**src/rtl/alu_arbiter.sv**
```systemverilog
// alu_arbiter: round-robin arbiter and sequencer sharing one external
// combinational ALU between two requesters. Each accepted operation walks
// IDLE -> EXEC -> RESP. The result and flags are returned on the granted
// requester's response channel.
module alu_arbiter #(
  parameter int N        = 8,
  parameter int CTRL_W   = 4,
  parameter int MAX_CTRL = 8
) (
  input  logic              clk,
  input  logic              reset,
  input  logic              req0_valid,
  output logic              req0_ready,
  input  logic [N-1:0]      req0_a,
  input  logic [N-1:0]      req0_b,
  input  logic [CTRL_W-1:0] req0_ctrl,
  input  logic              req1_valid,
  output logic              req1_ready,
  input  logic [N-1:0]      req1_a,
  input  logic [N-1:0]      req1_b,
  input  logic [CTRL_W-1:0] req1_ctrl,
  output logic              rsp0_valid,
  input  logic              rsp0_ready,
  output logic              rsp1_valid,
  input  logic              rsp1_ready,
  output logic [N-1:0]      rsp_y,
  output logic [3:0]        rsp_flags,
  output logic              rsp_err,
  output logic [N-1:0]      alu_a,
  output logic [N-1:0]      alu_b,
  output logic [CTRL_W-1:0] alu_ctrl,
  input  logic [N-1:0]      alu_y,
  input  logic [3:0]        alu_flags
);

  typedef enum logic [1:0] {
    IDLE = 2'd0,
    EXEC = 2'd1,
    RESP = 2'd2
  } state_t;

  state_t              state, state_nxt;
  logic                ptr;      // 0 favours requester 0, 1 favours requester 1
  logic                gid;      // id of the requester currently being served
  logic [N-1:0]        op_a, op_b;
  logic [CTRL_W-1:0]   op_ctrl;
  logic                grant0, grant1;
  logic                rsp_take;
  logic                ctrl_legal;

  // ALU inputs come only from the operand registers, so they stay stable
  // from EXEC through RESP.
  assign alu_a      = op_a;
  assign alu_b      = op_b;
  assign alu_ctrl   = op_ctrl;
  assign req0_ready = grant0;
  assign req1_ready = grant1;
  assign ctrl_legal = (op_ctrl <= CTRL_W'(MAX_CTRL));

  // Next-state, arbitration and response-consume decode.
  always_comb begin
    state_nxt = IDLE;
    grant0    = 1'b0;
    grant1    = 1'b0;
    rsp_take  = 1'b0;
    case (state)
      IDLE: begin
        grant0    = req0_valid && (!req1_valid || !ptr);
        grant1    = req1_valid && (!req0_valid ||  ptr);
        state_nxt = (grant0 || grant1) ? EXEC : IDLE;
      end
      EXEC: state_nxt = RESP;
      RESP: begin
        // Only the served requester's ready matters.
        rsp_take  = gid ? rsp1_ready : rsp0_ready;
        state_nxt = rsp_take ? IDLE : RESP;
      end
      default: state_nxt = IDLE;
    endcase
  end

  // State, operand capture, result capture and pointer update.
  always_ff @(posedge clk) begin
    if (reset) begin
      state      <= IDLE;
      ptr        <= 1'b0;
      gid        <= 1'b0;
      op_a       <= '0;
      op_b       <= '0;
      op_ctrl    <= '0;
      rsp_y      <= '0;
      rsp_flags  <= '0;
      rsp_err    <= 1'b0;
      rsp0_valid <= 1'b0;
      rsp1_valid <= 1'b0;
    end else begin
      state <= state_nxt;
      case (state)
        IDLE: begin
          if (grant0) begin
            op_a    <= req0_a;
            op_b    <= req0_b;
            op_ctrl <= req0_ctrl;
            gid     <= 1'b0;
          end else if (grant1) begin
            op_a    <= req1_a;
            op_b    <= req1_b;
            op_ctrl <= req1_ctrl;
            gid     <= 1'b1;
          end
        end
        EXEC: begin
          if (ctrl_legal) begin
            rsp_y     <= alu_y;
            rsp_flags <= alu_flags;
            rsp_err   <= 1'b0;
          end else begin
            rsp_y     <= '0;
            rsp_flags <= '0;
            rsp_err   <= 1'b1;
          end
          rsp0_valid <= !gid;
          rsp1_valid <=  gid;
        end
        RESP: begin
          if (rsp_take) begin
            rsp0_valid <= 1'b0;
            rsp1_valid <= 1'b0;
            ptr        <= !gid;
          end
        end
        default: ;
      endcase
    end
  end

endmodule

```
**config.mk**
```make
export PLATFORM = sky130hd
export DESIGN_NAME = alu_arbiter
export DESIGN_NICKNAME = d
export VERILOG_FILES = /design/src/rtl/alu_arbiter.sv
export SDC_FILE = /design/constraint.sdc
export NUM_CORES = 1
export LEC_CHECK = 0
export CAP_MARGIN = 40
export CORE_MARGIN = 4
export CORE_UTILIZATION = 42
export CTS_CLUSTER_SIZE = 10
export DETAILED_ROUTE_END_ITERATION = 8
export GPL_ROUTABILITY_DRIVEN = 0
export PLACE_DENSITY = 0.89
export SLEW_MARGIN = 20
export SYNTH_ARGS = -nofsm -noshare
export SYNTH_HDL_FRONTEND = slang
export SYNTH_SLANG_ARGS = --single-unit
```
**constraint.sdc**
```tcl
create_clock -name clk -period 3.3 [get_ports clk]
set_input_delay 0.66 -clock clk [delete_from_list [all_inputs] [get_ports clk]]
set_output_delay 0.66 -clock clk [all_outputs]
set_load 0.01 [all_outputs]
```
==> reports/results.tsv <==
metric	value	unit
status	completed	
rsz0062_at_grt	no	
timing.slew.headroom	0.436	
drcViolationCount	0	
synth_area	0.00179	sq mm
cap_viol_max_count	0	
synth_ff_type	dfxtp_1	
timing.final.crit_share	0.887	
hold_path_class	reg -> reg	
io_pins	95	
synth_common_cells	dfxtp_1, a21oi_1, a311oi_1, nand3b_1, o21ai_0	
ys_seq_area_frac	0.435	
tns	0	ps
synth.net_count	269	
cpMostUsedCell	clkdlybuf4s50_1	
hpwl	3730	microns
worst_pin_slew	843	ps
crit_fanout	4	
power.leakage	0.981	nW
overflow	0	
end_kind	output port	
htreeDepth	2	
ant_nets	0	
num_rows	23	
die_w	73.4	microns
vias	1912	
synth_edf_count	0	
core	0.00406	sq mm
cts.clk_slew.worst_paths	70	ps
p_per_area	452	mW/mm^2
start_util	0.442	
synthToLayoutAreaGrowth	58.3	%
ys_warn_count	0	
setup_violations	0	
cts_tree	built	
crit_path_max_incr_delay	580	ps
portBuffers	94	
vdd_drop_max	0.267	mV
grt_pass1_vias	1858	
required	2640	ps
cp-start-kind	primary input	
yosysTopAreaCell	dfxtp_1	
stdcell_count	348	
ys_top_cells_by_area	dfxtp_1, a21oi_1, a311oi_1	
cts_root_buf	clkbuf_8	
die_h	73.4	microns
die_area	0.00538	sq mm
cp.arrival	2270	ps
yosysMostFrequentCell	dfxtp_1	
fin_nets	355	
antenna_found_initial	0	
holdBufCountCts	0	
clkSinkCount	39	
viasPerCell	5.49	
hold_violations	0	
detail_route.first_pass.iterations	4	
clk_path_buf_depth	2	
post_synth.cell_area_avg	8.50	sq um
drive_gt1_frac	0.0570	
cp_cell_sequence	clkdlybuf4s50_1 > or3b_4 > nor2_1 > clkdlybuf4s50_1	
synth_largest_type_area_fraction	0.435	
grt_usage	0.193	
diodes	0	
cts_made_buffers	5	
reg2reg_setup_slack	1520	ps
drt_iter0_markers	88	
grt_max_degree	41	
wl_per_cell	15.1	microns
synth_cell_types	29	
path_class	in -> out	
totalWireLength	5250	microns
netlist_instances	211	
ctsResizeCount	0	
cts_setup_buffers	0	
ys_async_sr_fraction	0	
fin_worst_skew	4.87	ps
fmax	341	MHz
synth-seq-cells	39	
grt_pass1_wl	8220	microns
dp_cells	340	
final_max_slew_viol_count	0	
fin_crit	2930	ps
crit_path_top_delay_cell	clkdlybuf4s50_1	
clk_latency	290	ps
-- worst max-delay path: cells and delay by family --
kind | cells | cell delay (ps)
buffers and inverters | 2 | 1100
and+or+nand+nor | 2 | 500
-- state kept, by name (all words and copies together), names as in the netlist, 2 cells and up --
name and cells:
state 2, rsp_flags 4, alu_b 8, alu_ctrl 4
alu_a 8, rsp_y 8
-- layout by cell type (no fill, tap or decap) --
cell type,n
or2b_1,1
buf_4,7
mux2i_1,1
nor3b_2,1
and2_2,1
nor2b_1,1
nor2_1,3
o21bai_1,2
and2_1,1
dfxtp_1,39
clkbuf_1,1
a311oi_1,20
inv_1,1
o21ai_1,1
o21ai_0,20
clkdlybuf4s50_1,94
nand2_1,16
and2b_1,1
nand2b_1,4
nand3_1,12
or3b_4,1
or2_0,1
or2_1,1
clkbuf_8,7
a32oi_1,1
and3_1,1
o31ai_1,1
a21oi_1,37
and3b_1,1
nand3b_1,20
-- worst paths after layout --
| check | from | endpoint | cells past startpoint |
|---|---|---|---|
| worst max-delay path | req0_valid | req0_ready | 4 |
| worst min-delay path | rsp_y[5] | rsp_y[5] | 2 |
| worst max register to register | state[0] | alu_b[7] | 4 |
| worst min register to register | rsp_y[5] | rsp_y[5] | 2 |
-- routing by layer --
layer,up-vias,GRT usage,part of all wire
met3,10,0.0848,0.10
li1,952,-,-
met4,0,0.0704,0.019
met1,875,0.212,0.42
met2,75,0.329,0.46
met5,-,0,0
-- power breakdown --
group	total (mW)	internal (mW)	leakage, nW	switching, mW
registers	0.554	0.521	0.321	0.0329
logic	0.377	0.210	0.609	0.167
clock network	0.353	0.191	0.0515	0.162
-- metrics by stage --
step / utilization / hold slack, ps / area [sq um] / worst slack (ps) / power (mW)
final: 0.700 / 454 / 2840 / 372 / 1.28
after floorplan: - / 470 / 1790 / 1280 / 0.747
after global routing: 0.700 / 484 / 2840 / 324 / 1.35
after detailed placement: 0.675 / 447 / 2740 / 372 / 0.943
after CTS: 0.700 / 457 / 2840 / 367 / 1.30
after global placement: 0.675 / 441 / 2740 / 399 / 0.937
-- cell type report --
type	instances	area, sq um
sequential	39	781
clock buffer	8	100
inverter	1	3.75
multi-input combinational	149	900
timing repair buffer	101	993
tap	50	62.6
fill	338	1220
-- cells by family (layout without fill, tap and decap cells) --
| logic type | count (synthesis) | count (layout) | synth area share |
|---|---|---|---|
| AO/OA/AOI/OAI | 82 | 82 | 0.277 |
| AND/OR/NAND/NOR | 66 | 66 | 0.219 |
| flip-flops | 39 | 39 | 0.435 |
| buffers and inverters | 23 | 110 | 0.0635 |
| multiplexers | 1 | 1 | 0.00558 |
(Power assumes the default switching activity.)
